File: src/rtl/vector_alu_pkg.sv
// Shared types and flag indices for the folded vector ALU.
package vector_alu_pkg;

    typedef enum logic [2:0] {
        ALU_ADD = 3'b000,
        ALU_SUB = 3'b001,
        ALU_AND = 3'b010,
        ALU_OR  = 3'b011,
        ALU_XOR = 3'b100,
        ALU_SLL = 3'b101,
        ALU_SRA = 3'b110,
        ALU_MUL = 3'b111
    } alu_op_e;

    typedef enum logic [1:0] {
        IDLE = 2'd0,
        BUSY = 2'd1,
        DONE = 2'd2
    } state_e;

    localparam int unsigned FLAG_N = 3;
    localparam int unsigned FLAG_Z = 2;
    localparam int unsigned FLAG_C = 1;
    localparam int unsigned FLAG_V = 0;

endpackage

File: src/rtl/vector_lane_alu.sv
// Combinational single-element ALU with optional saturating add/sub and {N,Z,C,V} flags.
module vector_lane_alu
    import vector_alu_pkg::*;
#(
    parameter int unsigned ELEM_W = 16
) (
    input  logic [ELEM_W-1:0] a,
    input  logic [ELEM_W-1:0] b,
    input  alu_op_e           op,
    input  logic              sat,
    output logic [ELEM_W-1:0] y,
    output logic [3:0]        flags
);

    localparam int unsigned MSB  = ELEM_W - 1;
    localparam int unsigned SH_W = $clog2(ELEM_W);

    logic [ELEM_W:0]   sum_ext;
    logic [ELEM_W:0]   diff_ext;
    logic [SH_W-1:0]   sh_amt;
    logic              carry;
    logic              ovf;

    // SUB as a + ~b + 1 so the carry out is directly the no-borrow flag.
    assign sum_ext  = {1'b0, a} + {1'b0, b};
    assign diff_ext = {1'b0, a} + {1'b0, ~b} + (ELEM_W + 1)'(1);
    assign sh_amt   = b[SH_W-1:0];

    always_comb begin
        y     = '0;
        carry = 1'b0;
        ovf   = 1'b0;
        case (op)
            ALU_ADD: begin
                y     = sum_ext[ELEM_W-1:0];
                carry = sum_ext[ELEM_W];
                ovf   = (a[MSB] == b[MSB]) && (y[MSB] != a[MSB]);
            end
            ALU_SUB: begin
                y     = diff_ext[ELEM_W-1:0];
                carry = diff_ext[ELEM_W];
                ovf   = (a[MSB] != b[MSB]) && (y[MSB] != a[MSB]);
            end
            ALU_AND: y = a & b;
            ALU_OR:  y = a | b;
            ALU_XOR: y = a ^ b;
            ALU_SLL: y = a << sh_amt;
            ALU_SRA: y = ELEM_W'($signed(a) >>> sh_amt);
            ALU_MUL: y = ELEM_W'(a * b);
            default: y = '0;
        endcase

        // Overflow direction always follows the sign of a for both add and sub.
        if (sat && ovf && ((op == ALU_ADD) || (op == ALU_SUB))) begin
            y = a[MSB] ? {1'b1, {(ELEM_W-1){1'b0}}} : {1'b0, {(ELEM_W-1){1'b1}}};
        end

        flags         = '0;
        flags[FLAG_N] = y[MSB];
        flags[FLAG_Z] = (y == '0);
        flags[FLAG_C] = carry;
        flags[FLAG_V] = ovf;
    end

endmodule

File: src/rtl/vector_alu_folded.sv
// Multi-cycle vector ALU: LANES lane ALUs fold a NUM_ELEMS vector over NUM_ELEMS/LANES passes.
module vector_alu_folded
    import vector_alu_pkg::*;
#(
    parameter  int unsigned ELEM_W    = 16,
    parameter  int unsigned NUM_ELEMS = 16,
    parameter  int unsigned LANES     = 4,
    localparam int unsigned VEC_W     = NUM_ELEMS * ELEM_W
) (
    input  logic                   clk,
    input  logic                   rst,
    input  logic                   in_valid,
    output logic                   in_ready,
    input  logic [VEC_W-1:0]       A,
    input  logic [VEC_W-1:0]       B,
    input  logic [2:0]             ALUControl,
    input  logic                   sat,
    output logic                   out_valid,
    input  logic                   out_ready,
    output logic [VEC_W-1:0]       result,
    output logic [4*NUM_ELEMS-1:0] flags
);

    localparam int unsigned P     = NUM_ELEMS / LANES;
    localparam int unsigned CNT_W = (P > 1) ? $clog2(P) : 1;
    localparam int unsigned IDX_W = (NUM_ELEMS > 1) ? $clog2(NUM_ELEMS) : 1;

    if ((NUM_ELEMS % LANES) != 0) begin : g_cfg_err
        $error("vector_alu_folded: NUM_ELEMS must be a multiple of LANES");
    end

    state_e             state_q, state_d;
    logic [CNT_W-1:0]   pass_q, pass_d;
    logic               load_en;
    logic               wr_en;
    logic               in_ready_q;
    logic               out_valid_q;
    logic [ELEM_W-1:0]  a_q      [NUM_ELEMS];
    logic [ELEM_W-1:0]  b_q      [NUM_ELEMS];
    alu_op_e            op_q;
    logic               sat_q;
    logic [ELEM_W-1:0]  result_q [NUM_ELEMS];
    logic [3:0]         flags_q  [NUM_ELEMS];

    logic [IDX_W-1:0]   lane_idx [LANES];
    logic [ELEM_W-1:0]  lane_y   [LANES];
    logic [3:0]         lane_f   [LANES];

    // Lane l works on element pass*LANES + l of the latched operands.
    for (genvar l = 0; l < LANES; l++) begin : g_lane
        assign lane_idx[l] = IDX_W'(32'(pass_q) * LANES + 32'(l));

        vector_lane_alu #(.ELEM_W(ELEM_W)) u_lane (
            .a     (a_q[lane_idx[l]]),
            .b     (b_q[lane_idx[l]]),
            .op    (op_q),
            .sat   (sat_q),
            .y     (lane_y[l]),
            .flags (lane_f[l])
        );
    end

    for (genvar e = 0; e < NUM_ELEMS; e++) begin : g_out
        assign result[e*ELEM_W +: ELEM_W] = result_q[e];
        assign flags[4*e +: 4]            = flags_q[e];
    end

    assign in_ready  = in_ready_q;
    assign out_valid = out_valid_q;

    // Next-state and datapath enables.
    always_comb begin
        state_d = state_q;
        pass_d  = pass_q;
        load_en = 1'b0;
        wr_en   = 1'b0;
        case (state_q)
            IDLE: begin
                if (in_valid) begin
                    load_en = 1'b1;
                    pass_d  = '0;
                    state_d = BUSY;
                end
            end
            BUSY: begin
                wr_en = 1'b1;
                if (pass_q == CNT_W'(P - 1)) begin
                    pass_d  = '0;
                    state_d = DONE;
                end else begin
                    pass_d = pass_q + CNT_W'(1);
                end
            end
            DONE: begin
                if (out_ready) begin
                    state_d = IDLE;
                end
            end
            default: state_d = IDLE;
        endcase
    end

    always_ff @(posedge clk) begin
        if (rst) begin
            state_q     <= IDLE;
            pass_q      <= '0;
            in_ready_q  <= 1'b1;
            out_valid_q <= 1'b0;
            op_q        <= ALU_ADD;
            sat_q       <= 1'b0;
            for (int e = 0; e < NUM_ELEMS; e++) begin
                a_q[e]      <= '0;
                b_q[e]      <= '0;
                result_q[e] <= '0;
                flags_q[e]  <= '0;
            end
        end else begin
            state_q     <= state_d;
            pass_q      <= pass_d;
            in_ready_q  <= (state_d == IDLE);
            out_valid_q <= (state_d == DONE);
            if (load_en) begin
                op_q  <= alu_op_e'(ALUControl);
                sat_q <= sat;
                for (int e = 0; e < NUM_ELEMS; e++) begin
                    a_q[e] <= A[e*ELEM_W +: ELEM_W];
                    b_q[e] <= B[e*ELEM_W +: ELEM_W];
                end
            end
            if (wr_en) begin
                for (int l = 0; l < LANES; l++) begin
                    result_q[lane_idx[l]] <= lane_y[l];
                    flags_q[lane_idx[l]]  <= lane_f[l];
                end
            end
        end
    end

endmodule

File: config.mk
export PLATFORM = sky130hd
export DESIGN_NAME = vector_alu_folded
export DESIGN_NICKNAME = d
export VERILOG_FILES = /design/src/rtl/vector_alu_pkg.sv /design/src/rtl/vector_lane_alu.sv /design/src/rtl/vector_alu_folded.sv
export SDC_FILE = /design/constraint.sdc
export NUM_CORES = 2
export LEC_CHECK = 0
export CAP_MARGIN = 5
export CORE_MARGIN = 1
export CORE_UTILIZATION = 48
export CTS_CLUSTER_DIAMETER = 200
export DETAILED_ROUTE_END_ITERATION = 16
export PLACE_DENSITY = 0.71
export SLEW_MARGIN = 20
export SYNTH_ARGS = -nofsm -noshare
export SYNTH_HDL_FRONTEND = slang
export SYNTH_HIERARCHICAL = 1
export SYNTH_SLANG_ARGS = --single-unit
File: constraint.sdc
create_clock -name clk -period 11.88 [get_ports clk]
set_clock_uncertainty 0.15 [all_clocks]
set_input_delay 2.376 -clock clk [delete_from_list [all_inputs] [get_ports clk]]
set_output_delay 2.376 -clock clk [all_outputs]
set_load 0.01 [all_outputs]
=== Yosys cells after proc, flatten, opt, wreduce, memory -nomap -nowiden ===
Memories as Yosys holds them, arrays and structs flattened. A register that Yosys moved wholly into a read port is not among the register bits.
Cells that the tools add are included.

* Add/subtract/negate cells: 16
* Multipliers: 4
* Equality and inequality tests: 28
* Shift-type cells: 8
* Mux-type cells: 98
* Bitwise logic cells: 48
* Reduce and logical (&&, ||, !) cells: 34

{| class="wikitable"
|+ Operator list
! operator !! count
|-
| 2-to-1 mux 16 bit || 44
|-
| case mux 16 bit (8 select lines) || 4
|-
| adder 16 x 16 -> 17 bit || 8
|-
| adder 17 x 1 -> 17 bit (second input constant) || 4
|-
| AND 16 bit || 4
|-
| logical NOT 16 bit || 4
|-
| multiplier 16 x 16 -> 16 bit || 4
|-
| 2-to-1 mux 4 bit || 16
|-
| inverter 16 bit || 4
|-
| OR 16 bit || 4
|-
| OR reduction 16 bit || 4
|-
| << shifter 16 x 4 -> 16 bit || 4
|-
| >>> shifter 16 x 4 -> 16 bit || 4
|-
| XOR 16 bit || 4
|-
| OR 1 bit || 32
|-
| 2-to-1 mux 1 bit || 19
|-
| logical AND 1 bit || 16
|-
| case mux 1 bit (2 select lines) || 8
|-
| OR reduction 4 bit || 4
|-
| equality test 3 bit (second input constant) || 4
|-
| != test 1 bit || 12
|-
| 2-to-1 mux 2 bit || 5
|-
| adder 4 x 2 -> 4 bit (second input constant) || 2
|-
| equality test 2 bit (second input constant) || 3
|-
| 14 further kinds || 19
|}

* Flip-flop bits (word level): 10
* Memory bits (writable): 832
* Bits of input ports: 520
* Output and inout port bits: 322
* Word-level logic and storage cells: 246
* Memories: 4

{| class="wikitable"
|+ Memory list
! memory !! words !! width !! rd ports !! clocked after memory_dff !! wr ports !! line !! text
|-
| a_q || 16 || 16 || 4 || 1 || 16 || vector_alu_folded.sv:38 || <nowiki>logic [ELEM_W-1:0] a_q [NUM_ELEMS];</nowiki>
|-
| b_q || 16 || 16 || 4 || 1 || 16 || vector_alu_folded.sv:39 || <nowiki>logic [ELEM_W-1:0] b_q [NUM_ELEMS];</nowiki>
|-
| result_q || 16 || 16 || 16 || 0 || 16 || vector_alu_folded.sv:42 || <nowiki>logic [ELEM_W-1:0] result_q [NUM_ELEMS];</nowiki>
|-
| flags_q || 16 || 4 || 16 || 0 || 16 || vector_alu_folded.sv:43 || <nowiki>logic [3:0] flags_q [NUM_ELEMS];</nowiki>
|}

=== Longest topological paths before layout ===
An unclocked memory read counts as a cell.

* Depth in word-level cells: 13
* Depth in mapped cells: 32

=== By module ===
Netlist, hierarchy kept.

{| class="wikitable"
|+ By module, submodules not included
! module !! times used !! cells each !! area an instance (um^2) !! seq. area each (um^2)
|-
| vector_alu_folded || 1 || 2001 || 34469.3 || 25224.2
|-
| vector_lane_alu at g_lane[3].u_lane || 1 || 1111 || 8186.6 || 0.0
|-
| vector_lane_alu at g_lane[1].u_lane || 1 || 1093 || 8162.8 || 0.0
|-
| vector_lane_alu at g_lane[0].u_lane || 1 || 1109 || 8114.0 || 0.0
|-
| vector_lane_alu at g_lane[2].u_lane || 1 || 1071 || 8085.3 || 0.0
|}

=== Worst setup path before layout ===
Ideal clock, no wire load.

* Path type: input to register
* Start: input port rst
* End: memory a_q[0][0] (enable)
* Data arrival time: 9.242 ns
* Data required time: 11.063 ns
* Slack: 1.821 ns
* Stages: 4
* Buffers on the path: 3
* Cells stage by stage: buf_2 -> clkbuf_1 -> clkbuf_1 -> or2_2

{| class="wikitable"
|+ RTL lines
! item !! line !! text
|-
| from (decl) || vector_alu_folded.sv:11 || <nowiki>input logic rst,</nowiki>
|-
| to (decl) || vector_alu_folded.sv:38 ||
|}

==> summary.md <==
### Placement
* Detailed Place HPWL: 185 mm
* input/output buffers: 841
* worst slack at placement: 2920 ps
* global placement routability congestion: 1.04

### Synth
* fraction of the mapped netlist area in compound gates: 0.0997
* proportion of synthesized area in mux cells: 0.0877
* largest family of logic cells by synthesized area: simple AND/OR/NAND/NOR gates
* EDFF count, synth: 832
* fraction of the yosys area taken by sequential cells: 0.376
* synthesized instance count: 6385
* Synth Cell Area: 67000 sq um
* ys async rst share: 0
* Post-Synth Adder-Cell Area: 0.172
* most used flip-flop cell after synthesis: sky130_fd_sc_hd__edfxtp_1
* number of library cell types mapped by synthesis: 131
* basic-gate share of the synthesized area counting and, or, nand and nor cells: 0.172
* syn_nets: 7629
* post-synthesis xor/xnor area fraction: 0.0257
* synthesized area per cell: 10.5 sq um
* Seq cells post-synth: 844
* count of yosys warnings during synthesis: 6

### Floorplan
* die outline area: 141000 sq um
* effective utilization at floorplan: 0.486
* Core ar.: 138000 sq um
* Cell Rows: 136
* boundary pin count: 842
* Chip Width: 376 um
* Die Span Y: 376 um

### Clocking
* root buffer selected by CTS: sky130_fd_sc_hd__clkbuf_16
* CTS Buf Count: 90
* clk_lat worst skew: 730 ps
* Reg clk slew, reported paths: 70 ps
* Bufs on Longest Clock Path: 3
* hold bufs inserted after CTS: 0
* number of H-tree levels: 3
* post-CTS setup buffer count: 0
* CTS resizes: 0
* CTS tree: built
* count of clock tree sinks: 844

### Critical path
* number of cells on the worst reg-to-reg path: 25
* Critical Setup Path Class: reg2reg
* critical path capture point type: register
* critical path's slowest cell: sky130_fd_sc_hd__nor4_2
* Crit Reg-Reg Endpoint: flags_q[2][2]$_SDFFCE_PN0P_
* largest fanout on the critical path: 27
* crit-path max cell delay: 770 ps
* launching point of the worst reg2reg path: pass_q[0]$_SDFFE_PP0N_
* required time of the worst setup path: 12300 ps
* kind of launch point of the worst setup path: register
* r2r setup slk: 2760 ps
* CP arrival: 9530 ps

### Route
* initial detailed-routing violation count: 5829
* vias per cell: 6.02
* via total after detailed routing: 53600
* Pre-antenna DRT Iters: 9
* wire length per cell after detailed routing: 27.8 um
* DRC viols: 0
* wire length after detailed routing: 248 mm
* residual antenna-violating net count after detailed routing: 0

### Final layout
* Layout fillers: 11600
* Syn-to-layout area delta: 18.7%
* ratio of cells with drive above 1 in the final layout: 0.0800
* combined area of the multi-input logic cells: 37400 sq um
* storage element area: 25200 sq um
* final layout net count: 8216

### Timing
* worst setup slack after layout: 2760 ps
* setup TNS after final layout: 0 ps
* RSZ-0062 raised after global routing: no
* fin crit share: 0.767
* minimum clock period after layout: 9120 ps
* final number of hold-violating endpoints: 0
* transition time of the tightest slew-check pin: 1400 ps
* Final setup violation count: 0
* maximum frequency from static timing analysis: 110 MHz
* relative max-transition margin: 0.0664
* final-report max-slew violation count: 0

### Flow run
* Max Cap Viol: 0

### GRT
* total track usage: 0.347
* via count of the first global-routing pass: 53800
* largest net degree at the start of global routing: 236
* wire length of the first global-routing pass: 362 mm
* initial antenna violation count: 19
* gr ovfl total: 0

### Power and ir drop
* Total Power Consumption: 12.1 mW
* maximum ir drop on the vdd rail: 0.119 mV
* Leak: 32.5 nW
* power density over cell area: 152 nW/um^2

### Min path
* worst min-delay path startpoint: op_q[2]$_SDFFE_PP0P_
* kind of path behind the tightest hold check: reg2reg
* end of the worst hold path: op_q[2]$_SDFFE_PP0P_
* Worst Hold Depth: 2

### Run status
* result of the run: finished, final reports clean

==> registers in the layout, indices dropped and copies added, names as in the netlist, named ones only <==
register	cells
state_q	2
out_valid	1
b_q	256
op_q	3
a_q	256
in_ready	1
pass_q	2
flags_q	64
sat_q	1
result_q	256
==> stage by stage <==
stage	utilization	area (sq um)	std cells	hold slack, ps
CTS	0.576	79500	8902	564
global placement	0.555	76600	8743	542
floorplan	-	67000	6385	390
global route	0.576	79500	8904	582
finish	0.576	79500	8904	554
detailed placement	0.555	76600	8743	553
==> Yosys cell counts (197+ instances only) <==
library cell | n | area [sq um]
sky130_fd_sc_hd__and3_1 | 221 | 1380
sky130_fd_sc_hd__clkbuf_1 | 230 | 863
sky130_fd_sc_hd__nor2_1 | 529 | 1990
sky130_fd_sc_hd__o21ai_0 | 197 | 986
sky130_fd_sc_hd__fa_1 | 328 | 6570
sky130_fd_sc_hd__nand2_1 | 432 | 1620
sky130_fd_sc_hd__and2_1 | 422 | 2640
sky130_fd_sc_hd__ha_1 | 396 | 4950
sky130_fd_sc_hd__nor2b_1 | 231 | 1450
sky130_fd_sc_hd__edfxtp_1 | 832 | 25000
sky130_fd_sc_hd__a21oi_1 | 252 | 1260
sky130_fd_sc_hd__inv_1 | 647 | 2430
==> layer usage <==
layer / GRT usage / wire (um) / vias to the layer above
met4: 0.158 / 12300 / 10
li1: - / - / 23400
met5: 0 / 74 / -
met3: 0.0692 / 21700 / 600
met1: 0.445 / 97000 / 26600
met2: 0.565 / 117000 / 2928
==> worst max-delay path: cells and delay by family, from the launching register on <==
family	cells	cell delay, ps
fa+ha+maj	7	2940
simple gates	5	1700
mux	1	650
compound gates	5	1150
buf+inv	6	1280
flops	1	740
xor+xnor	1	310
==> worst max-delay path by stage <==
| stage | endpoint | start | slack (ps) |
|---|---|---|---|
| after CTS | flags_q[2][2]$_SDFFCE_PN0P_ | pass_q[0]$_SDFFE_PP0N_ | 2890 |
| after detailed placement | flags_q[13][3]$_SDFFCE_PN0P_ | pass_q[0]$_SDFFE_PP0N_ | 2920 |
| after global placement | flags_q[14][2]$_SDFFCE_PN0P_ | pass_q[0]$_SDFFE_PP0N_ | 2990 |
| final | flags_q[2][2]$_SDFFCE_PN0P_ | pass_q[0]$_SDFFE_PP0N_ | 2760 |
| after floorplan | a_q[0][0]$_SDFFCE_PN0P_ | rst | 1820 |
| after global routing | flags_q[12][2]$_SDFFCE_PN0P_ | register | 2390 |
==> final cells by class <==
cell class / count / share of cell area
multi-input cells: 4449 / 0.471
flip-flops and latches: 844 / 0.317
repair buffers: 911 / 0.114
inverters: 676 / 0.0319
clock buffers: 108 / 0.0298
well taps: 1863 / 0.0293
clock inverters: 51 / 0.00702
diodes: 2 / 0.0000629
==> cells by family (layout without fill, tap and decap cells) <==
family / after synthesis / in the layout
buffers and inverters: 1092 / 1746
adder cells (fa/ha/maj): 724 / 724
multiplexers: 335 / 335
other: 0 / 2
AND/OR/NAND/NOR: 2213 / 2213
flip-flops: 844 / 844
XOR/XNOR: 187 / 187
AO/OA/AOI/OAI: 990 / 990
==> report_power, final <==
part | total [mW] | leakage, nW | internal [mW] | switching [mW]
Combinational | 5.66 | 22.2 | 2.14 | 3.53
Clock | 2.86 | 1.41 | 1.63 | 1.23
Sequential | 3.60 | 8.94 | 3.51 | 0.0899
Total | 12.1 | 32.5 | 7.28 | 4.85
==> placed cells by master (no fill, tap or decap), drive strengths merged, types with 231 or more instances in the layout <==
master	count
edfxtp	832
nor2	532
inv	662
a21oi	253
and3	265
nand2	432
ha	396
nor2b	231
and2	424
fa	328
clkdlybuf4s50	840
(Power assumes the default switching activity.)
